$ cat config.mk
export PLATFORM = sky130hd
export DESIGN_NAME = cpumc_arb
export DESIGN_NICKNAME = d
export VERILOG_FILES = /design/src/rtl/cpumc_arb.sv
export SDC_FILE = /design/constraint.sdc
export NUM_CORES = 1
export LEC_CHECK = 0
export BUFFER_PORTS_ARGS = -buffer_cell sky130_fd_sc_hd__buf_2
export CORE_UTILIZATION = 35
export CTS_CLUSTER_SIZE = 10
export DETAILED_ROUTE_END_ITERATION = 6
export MAX_ROUTING_LAYER = met4
export PLACE_DENSITY = 0.85
export SLEW_MARGIN = 20
export SYNTH_ARGS = -nofsm -noshare
export SYNTH_HDL_FRONTEND = slang
export SYNTH_SLANG_ARGS = --single-unit
$ cat constraint.sdc
create_clock -name clk_in -period 1.3 [get_ports clk_in]
set_input_delay 0.13 -clock clk_in [delete_from_list [all_inputs] [get_ports clk_in]]
set_output_delay 0.13 -clock clk_in [all_outputs]
set_load 0.02 [all_outputs]
$ cat src/rtl/cpumc_arb.sv
// cpumc_arb: owner arbiter for the shared CPU memory bus.
// Requesters by priority: debugger, DMC sample fetch, sprite DMA, CPU.
// The CPU is stalled via cpu_ready_out. The bus is handed over only through
// a parked read of PARK_ADDR (HALT before a grant, REL after it).
// Optional stall counter: define CPUMC_ARB_STATS_EN to add stall_cnt_out/stall_clr_in.
module cpumc_arb #(
  parameter logic [15:0] PARK_ADDR = 16'h0000,
  parameter int unsigned DMC_LAT   = 1
) (
  input  logic        clk_in,
  input  logic        rst_in,
  input  logic [15:0] cpu_a_in,
  input  logic        cpu_r_nw_in,
  input  logic [7:0]  cpu_d_in,
  output logic        cpu_ready_out,
  input  logic        dbg_req_in,
  input  logic [15:0] dbg_a_in,
  input  logic        dbg_r_nw_in,
  input  logic [7:0]  dbg_d_in,
  output logic        dbg_gnt_out,
  input  logic        dmc_req_in,
  input  logic [15:0] dmc_a_in,
  output logic        dmc_gnt_out,
  output logic        dmc_ack_out,
  output logic [7:0]  dmc_d_out,
  input  logic        dma_req_in,
  input  logic        dma_lock_in,
  input  logic [15:0] dma_a_in,
  input  logic        dma_r_nw_in,
  input  logic [7:0]  dma_d_in,
  output logic        dma_gnt_out,
  input  logic [7:0]  cpumc_din_in,
  output logic [15:0] cpumc_a_out,
  output logic        cpumc_r_nw_out,
  output logic [7:0]  cpumc_d_out
`ifdef CPUMC_ARB_STATS_EN
  ,
  input  logic        stall_clr_in,
  output logic [15:0] stall_cnt_out
`endif
);

  typedef enum logic [2:0] {
    ST_CPU,
    ST_HALT,
    ST_DBG,
    ST_DMC,
    ST_DMCW,
    ST_DMA,
    ST_REL
  } state_e;

  // Last DMC cycle index (DMC cycle is index 0) at which read data is valid.
  localparam logic [7:0] LAT_LAST = 8'(DMC_LAT - 1);

  state_e      state_q, state_d;
  logic [7:0]  wait_q, wait_d;
  logic        cpu_ready_q, cpu_ready_d;
  logic        dbg_gnt_q, dbg_gnt_d;
  logic        dmc_gnt_q, dmc_gnt_d;
  logic        dma_gnt_q, dma_gnt_d;
  logic        dmc_ack_q, dmc_ack_d;
  logic [7:0]  dmc_d_q, dmc_d_d;
  logic        any_req;
  logic        capture;
  logic        dmcw_done;

  assign any_req = dbg_req_in | dmc_req_in | dma_req_in;

  // Next owner, DMC wait count and read-byte capture.
  always_comb begin
    state_d   = state_q;
    wait_d    = wait_q;
    capture   = 1'b0;
    dmcw_done = (DMC_LAT <= 2) || (wait_q == LAT_LAST);
    unique case (state_q)
      ST_CPU: begin
        // A CPU write cycle is never interrupted.
        if (any_req && cpu_r_nw_in) state_d = ST_HALT;
      end
      ST_HALT: begin
        if (dbg_req_in)      state_d = ST_DBG;
        else if (dmc_req_in) state_d = ST_DMC;
        else if (dma_req_in) state_d = ST_DMA;
        else                 state_d = ST_REL;
      end
      ST_DBG: begin
        if (!dbg_req_in) state_d = ST_REL;
      end
      ST_DMC: begin
        state_d = ST_DMCW;
        wait_d  = 8'd1;
        capture = (DMC_LAT <= 1);
      end
      ST_DMCW: begin
        if (dmcw_done) begin
          state_d = ST_REL;
          capture = (DMC_LAT > 1);
        end else begin
          wait_d = wait_q + 8'd1;
        end
      end
      ST_DMA: begin
        if (!dma_req_in)                                  state_d = ST_REL;
        else if ((dbg_req_in || dmc_req_in) && !dma_lock_in) state_d = ST_HALT;
      end
      ST_REL: begin
        state_d = any_req ? ST_HALT : ST_CPU;
      end
      default: state_d = ST_CPU;
    endcase
  end

  // Registered status outputs follow the next owner so they change on the owner edge.
  always_comb begin
    cpu_ready_d = (state_d == ST_CPU);
    dbg_gnt_d   = (state_d == ST_DBG);
    dmc_gnt_d   = (state_d == ST_DMC) || (state_d == ST_DMCW);
    dma_gnt_d   = (state_d == ST_DMA);
    dmc_ack_d   = capture;
    dmc_d_d     = capture ? cpumc_din_in : dmc_d_q;
  end

  // Owner state and registered outputs; reset aborts any transfer.
  always_ff @(posedge clk_in or posedge rst_in) begin
    if (rst_in) begin
      state_q     <= ST_CPU;
      wait_q      <= '0;
      cpu_ready_q <= 1'b1;
      dbg_gnt_q   <= 1'b0;
      dmc_gnt_q   <= 1'b0;
      dma_gnt_q   <= 1'b0;
      dmc_ack_q   <= 1'b0;
      dmc_d_q     <= '0;
    end else begin
      state_q     <= state_d;
      wait_q      <= wait_d;
      cpu_ready_q <= cpu_ready_d;
      dbg_gnt_q   <= dbg_gnt_d;
      dmc_gnt_q   <= dmc_gnt_d;
      dma_gnt_q   <= dma_gnt_d;
      dmc_ack_q   <= dmc_ack_d;
      dmc_d_q     <= dmc_d_d;
    end
  end

  // Bus select on the registered owner; parked cycles read PARK_ADDR.
  always_comb begin
    cpumc_a_out    = PARK_ADDR;
    cpumc_r_nw_out = 1'b1;
    cpumc_d_out    = '0;
    unique case (state_q)
      ST_CPU: begin
        cpumc_a_out    = cpu_a_in;
        cpumc_r_nw_out = cpu_r_nw_in;
        cpumc_d_out    = cpu_d_in;
      end
      ST_DBG: begin
        cpumc_a_out    = dbg_a_in;
        cpumc_r_nw_out = dbg_r_nw_in;
        cpumc_d_out    = dbg_d_in;
      end
      ST_DMA: begin
        cpumc_a_out    = dma_a_in;
        cpumc_r_nw_out = dma_r_nw_in;
        cpumc_d_out    = dma_d_in;
      end
      ST_DMC, ST_DMCW: begin
        cpumc_a_out = dmc_a_in;
      end
      default: begin
        cpumc_a_out = PARK_ADDR;
      end
    endcase
  end

  assign cpu_ready_out = cpu_ready_q;
  assign dbg_gnt_out   = dbg_gnt_q;
  assign dmc_gnt_out   = dmc_gnt_q;
  assign dma_gnt_out   = dma_gnt_q;
  assign dmc_ack_out   = dmc_ack_q;
  assign dmc_d_out     = dmc_d_q;

`ifdef CPUMC_ARB_STATS_EN
  logic [15:0] stall_cnt_q, stall_cnt_d;

  // Saturating count of stalled CPU cycles; clear wins over increment.
  always_comb begin
    stall_cnt_d = stall_cnt_q;
    if (stall_clr_in)                          stall_cnt_d = '0;
    else if (!cpu_ready_q && stall_cnt_q != '1) stall_cnt_d = stall_cnt_q + 16'd1;
  end

  // Stall counter register.
  always_ff @(posedge clk_in or posedge rst_in) begin
    if (rst_in) stall_cnt_q <= '0;
    else        stall_cnt_q <= stall_cnt_d;
  end

  assign stall_cnt_out = stall_cnt_q;
`endif

endmodule

==> results of run 1 <==
[power breakdown]
group / internal [mW] / leakage, nW / switching (mW) / total [mW]
Clock: 0.217 / 0.0228 / 0.168 / 0.386
Combinational: 3.73 / 1.39 / 3.74 / 7.47
Sequential: 0.750 / 0.191 / 0.162 / 0.912
[how the worst max path moves through the flow]
stage                      endpoint  slack, ps                  from
global route         cpumc_a_out[9]       -490  state_q[1]$_DFF_PP0_
CTS                 cpumc_a_out[12]       -420  state_q[1]$_DFF_PP0_
finish              cpumc_a_out[12]       -420  state_q[1]$_DFF_PP0_
detailed placement   cpumc_a_out[9]       -150  state_q[1]$_DFF_PP0_
global placement     cpumc_d_out[4]       -140  state_q[0]$_DFF_PP0_
floorplan           cpumc_a_out[10]        -50  state_q[1]$_DFF_PP0_
[layer usage]
metal	GRT usage	wire length (um)
met1	0.2504	2303
met5	-	0
met3	0.02165	261
met2	0.4519	3236
met4	0.08889	132
[cells in the mapped netlist (2+ instances only)]
master	instances	area share
a21oi_1	33	0.10
mux2i_1	24	0.15
nor2_1	18	0.042
dfrtp_1	15	0.23
nand2_1	10	0.023
o21ai_0	10	0.031
a221oi_2	9	0.083
buf_2	8	0.025
mux2_1	8	0.055
a221oi_1	7	0.038
buf_4	4	0.018
buf_6	4	0.028
inv_1	4	0.0092
nor2b_1	4	0.015
nor3_1	3	0.0092
a211oi_1	2	0.0092
clkbuf_1	2	0.0046
nor3_4	2	0.020
[sequential cells by signal, indices dropped and copies added (netlist names)]
register and flops:
cpu_ready_out 1, dbg_gnt_out 1, dma_gnt_out 1, dmc_ack_out 1
dmc_d_out 8, dmc_gnt_out 1, state_q 3
[cell type report]
cell class | instances | area (um^2)
timing repair buffer | 183 | 1290
clock buffer | 4 | 45.04
fill | 305 | 1141
multi-input combinational | 145 | 1449
tap | 52 | 65.06
sequential | 16 | 405.4
inverter | 5 | 18.77
[cell families after synthesis]
family,after synthesis,share of synthesized area
AOI/OAI and AO/OA,70,0.3167
DFF,16,0.2467
and+or+nand+nor,43,0.1468
muxes,32,0.2029
buffers and inverters,23,0.08685
[what timing repair did]
action | in CTS | in global routing
buffers inserted | 8 | 6
hold buffers | 1 | 0
gates resized for setup | 58 | 37
pin swaps | 9 | 10
cloned | 2 | 0
endpoints found under the hold margin | 15 | 0
endpoints found under the setup margin | 39 | 40
[stage by stage]
| step | std cells | hold slack [ps] | cell area (um^2) | utilization | power, mW |
|---|---|---|---|---|---|
| after floorplan | 184 | 43.02 | 1809 | - | 4.851 |
| after global placement | 385 | 227.1 | 2709 | 0.6137 | 6.487 |
| after detailed placement | 385 | 232.1 | 2709 | 0.6137 | 6.587 |
| after CTS | 400 | 91.42 | 3114 | 0.7055 | 8.238 |
| after global routing | 405 | 91.54 | 3273 | 0.7415 | 9.280 |
| final | 405 | 92.59 | 3273 | 0.7415 | 8.769 |
==> impl_metrics.json, run 1 <==
{
  "layout-drive-gt1-share": 0.7620,
  "worst_path_max_delay_cell": "dfrtp_2",
  "design.core.area_mm2": 0.004414,
  "crit_path_frequent_cell": "a21oi_2",
  "crit_buf_inv": 3,
  "max_cap_viol_count": 0,
  "cts_tree": "built",
  "drc": 0,
  "worstHoldStart": "cpumc_din_in[3]",
  "syn_nets": 289,
  "final_cell_mix": "buf_2, buf_4, a21oi_2, buf_6, mux2i_1",
  "rsz0062_at_grt": "true",
  "status": "complete, but fails checks",
  "ios": 143,
  "cts-buffers-inserted": 3,
  "reg2reg_from": "state_q[1]$_DFF_PP0_",
  "powerDensity_mw_per_mm2": 2679,
  "min_path_cells": 2,
  "die_area_mm2": 0.004927,
  "clkLatencyLatePin_ps": 250,
  "hold_violations": 0,
  "min_period_ps": 1719,
  "tns_ps": -11540,
  "initial_utilization": 0.3688,
  "r2r-end": "dma_gnt_out$_DFF_PP0_",
  "startpoint_type": "flop",
  "ys_ff_latch": 16,
  "gr-total-overflow": 0,
  "h-tree-depth": 1,
  "yosysSeqAreaShare": 0.2467,
  "final_common_cell": "buf_2",
  "synthesis.area_mm2": 0.001628,
  "grt_pass1_vias": 2106,
  "clk_path_buf_depth": 2,
  "fin_crit_sh": 1.322,
  "ys_types": 35,
  "path_clk_slew_ps": 60,
  "arrival_ps": 1590,
  "grt_first_pass_wirelength_um": 9301,
  "gpl.final_weighted_congestion": 0.8084,
  "ir_drop_mv": 1.759,
  "crit_path_end_kind": "output pin",
  "p_leak_nw": 1.600,
  "r2r_slack_ps": -230,
  "areaGrowthSynthToFinish_pct": 101.1,
  "fp-row-count": 24,
  "grt_max_degree": 21,
  "setup_viol": 40,
  "slowest_delay_ps": 440,
  "clock_skew_ps": 3.113,
  "dieWidth_um": 70.20,
  "synth_edf_count": 0,
  "ys_warn_count": 0,
  "hold_path_class": "input pin to flop",
  "final_nets": 459,
  "reg2reg_depth": 8,
  "ant_nets": 0,
  "root_buffer": "clkbuf_8",
  "critPathTopFamily": "flip-flops",
  "wl_per_cell_um": 14.65,
  "synth_area_per_cell_um2": 8.847,
  "num_vias": 2126,
  "die_height_um": 70.20,
  "first_iter_violations": 82,
  "ys_async_sr_fraction": 1.000,
  "min_to": "dmc_d_out[3]$_DFFE_PP0P_",
  "port_buffers": 142,
  "required_ps": 1170,
  "post-place-ws_ps": -154.9,
  "grt_usage": 0.2371,
  "path_depth": 7,
  "worstPathCellList": "buf_6 -> buf_12 -> mux2i_1 -> nor2_1 -> a21oi_2 -> a21oi_2 -> buf_4",
  "n_antenna_cell": 0,
  "final-max-slew-violation-count": 0,
  "slew_headroom": 0.6005,
  "violations": "setup timing",
  "max_slew.worst_pin.slew_ps": 598.6,
  "crit_fanout": 5,
  "worst_slack_ps": -419.1,
  "wl_um": 5933,
  "synthFlopType": "dfrtp_1",
  "criticalPathCategory": "flop to output pin",
  "avgViaCountPerCell": 5.249,
  "dp_hpwl_um": 4139,
  "cts.sinks": 16,
  "fmax_mhz": 581.7,
  "synthCells": 184,
  "grt_antenna_before_repair": 0,
  "first_pass_iters": 4
}
Note: power is estimated with default switching activity, not from simulation.
==> run 2: changes to the inputs <==
--- a/config.mk
+++ b/config.mk
@@ -9,7 +9,6 @@
 export CORE_UTILIZATION = 35
 export CTS_CLUSTER_SIZE = 10
 export DETAILED_ROUTE_END_ITERATION = 6
-export MAX_ROUTING_LAYER = met4
 export PLACE_DENSITY = 0.85
 export SLEW_MARGIN = 20
 export SYNTH_ARGS = -nofsm -noshare
==> impl_metrics.json, run 2 (synthesis results as in run 1) <==
{
  "grt_usage": 0.2309,
  "path_clk_slew_ps": 60,
  "clkLatencyLatePin_ps": 250,
  "final_common_cell": "buf_2",
  "root_buffer": "clkbuf_8",
  "max_slew.worst_pin.slew_ps": 591.0,
  "first_pass_iters": 4,
  "worst_slack_ps": -428.9,
  "hold_path_class": "input pin to flop",
  "grt_antenna_before_repair": 0,
  "ant_nets": 0,
  "p_sw_mw": 4.132,
  "fp-row-count": 24,
  "dp_hpwl_um": 4139,
  "largest_reg_flops": 8,
  "cts_tree": "built",
  "r2r_slack_ps": -240,
  "slew_headroom": 0.6056,
  "clk_path_buf_depth": 2,
  "layout-drive-gt1-share": 0.7627,
  "criticalPathCategory": "flop to output pin",
  "ir_drop_mv": 1.759,
  "max_cap_viol_count": 0,
  "n_antenna_cell": 0,
  "avgViaCountPerCell": 5.281,
  "seqPwrFrac": 0.103,
  "dpl_cell_area_mm2": 0.002709,
  "wl_per_cell_um": 15.07,
  "gpl.final_weighted_congestion": 0.7971,
  "utilization": 0.7480,
  "initial_utilization": 0.3688,
  "rsz0062_at_grt": "true",
  "cts-buffers-inserted": 3,
  "swShare": 0.4646,
  "fmax_mhz": 578.4,
  "required_ps": 1170,
  "design.core.area_mm2": 0.004414,
  "p_int_mw": 4.761,
  "arrival_ps": 1600,
  "final-max-slew-violation-count": 0,
  "setup_viol": 40,
  "num_vias": 2144,
  "die_area_mm2": 0.004927,
  "gr-total-overflow": 0,
  "violations": "setup timing",
  "share_comb_of_total_power": 0.853,
  "final_cell_area_mm2": 0.003302,
  "p_leak_nw": 1.623,
  "areaGrowthSynthToFinish_pct": 102.8,
  "pwr-share-clk": 0.044,
  "min_period_ps": 1729,
  "final_nets": 460,
  "first_iter_violations": 73,
  "grt_first_pass_wirelength_um": 9308,
  "status": "complete, but fails checks",
  "die_height_um": 70.20,
  "reg2reg_depth": 8,
  "grt_max_degree": 21,
  "startpoint_type": "flop",
  "powerDensity_mw_per_mm2": 2693,
  "min_path_cells": 2,
  "dieWidth_um": 70.20,
  "wl_um": 6120,
  "grt_pass1_vias": 2112,
  "port_buffers": 142,
  "hold_violations": 0,
  "ios": 143,
  "clock_skew_ps": 3.204,
  "crit_fanout": 5,
  "fin_crit_sh": 1.330,
  "crit_path_end_kind": "output pin",
  "final_cell_mix": "buf_2, buf_4, buf_6",
  "drc": 0,
  "h-tree-depth": 1,
  "cts.sinks": 16,
  "p_total_mw": 8.893
}
==> run 2: worst max-delay path, cell delays in order, from the launching register on <==
cell	delay [ps]
dfrtp_2	440
buf_6	150
buf_12	130
mux2i_1	120
nor2_1	170
a21oi_2	70
a21oi_2	130
buf_4	150
==> run 2: per-layer routing <==
| layer | vias to the layer above | part of all wire | GRT usage |
|---|---|---|---|
| li1 | 1033 | - | - |
| met1 | 1000 | 0.38 | 0.2504 |
| met2 | 97 | 0.55 | 0.4519 |
| met3 | 14 | 0.044 | 0.02309 |
| met4 | 0 | 0.021 | 0.08889 |
| met5 | - | 0 | 0 |
==> run 2: final timing paths <==
| kind | from | end |
|---|---|---|
| min | cpumc_din_in[0] | dmc_d_out[0]$_DFFE_PP0P_ |
| min in group asynchronous | rst_in | dmc_d_out[1]$_DFFE_PP0P_ |
| min reg2reg | dmc_d_out[3]$_DFFE_PP0P_ | dmc_d_out[3]$_DFFE_PP0P_ |
| max reg2reg | state_q[1]$_DFF_PP0_ | dma_gnt_out$_DFF_PP0_ |
| max in group asynchronous | rst_in | state_q[0]$_DFF_PP0_ |
| max | state_q[1]$_DFF_PP0_ | cpumc_a_out[12] |
==> run 2: cell type report <==
class	instances	area [um^2]
Tap cell	52	65.06
Multi-Input combinational cell	146	1471
Fill cell	298	1112
Timing Repair Buffer	183	1296
Sequential cell	16	405.4
Clock buffer	4	45.04
Inverter	5	18.77
==> run 2: power groups by stage <==
stage	Clock [mW]	Sequential (mW)	Combinational [mW]
2_1_floorplan	0	1.07	3.78
3_3_place_gp	0	0.882	5.61
3_5_place_dp	0	0.894	5.69
4_1_cts	0.398	0.900	6.94
5_1_grt	0.410	0.947	8.04
6_report	0.391	0.916	7.59
==> run 2: through the flow <==
stage	hold WS, ps	instances	worst slack [ps]	setup TNS (ps)
after CTS	91.42	400	-422.8	-11230
after global routing	107.6	406	-492.2	-14020
after detailed placement	232.1	385	-154.9	-4382
after global placement	227.1	385	-136.1	-3629
after floorplan	43.02	184	-49.70	-971.1
final	108.6	406	-428.9	-11570
==> run 2: timing repair <==
action                                 in CTS  in global routing
endpoints found under the hold margin      15                  0
cloned                                      2                  1
pin swaps                                   9                  6
buffers inserted                            8                  6
resized for setup                          58                 40
hold buffers                                1                  0
setup endpoints to repair                  39                 40
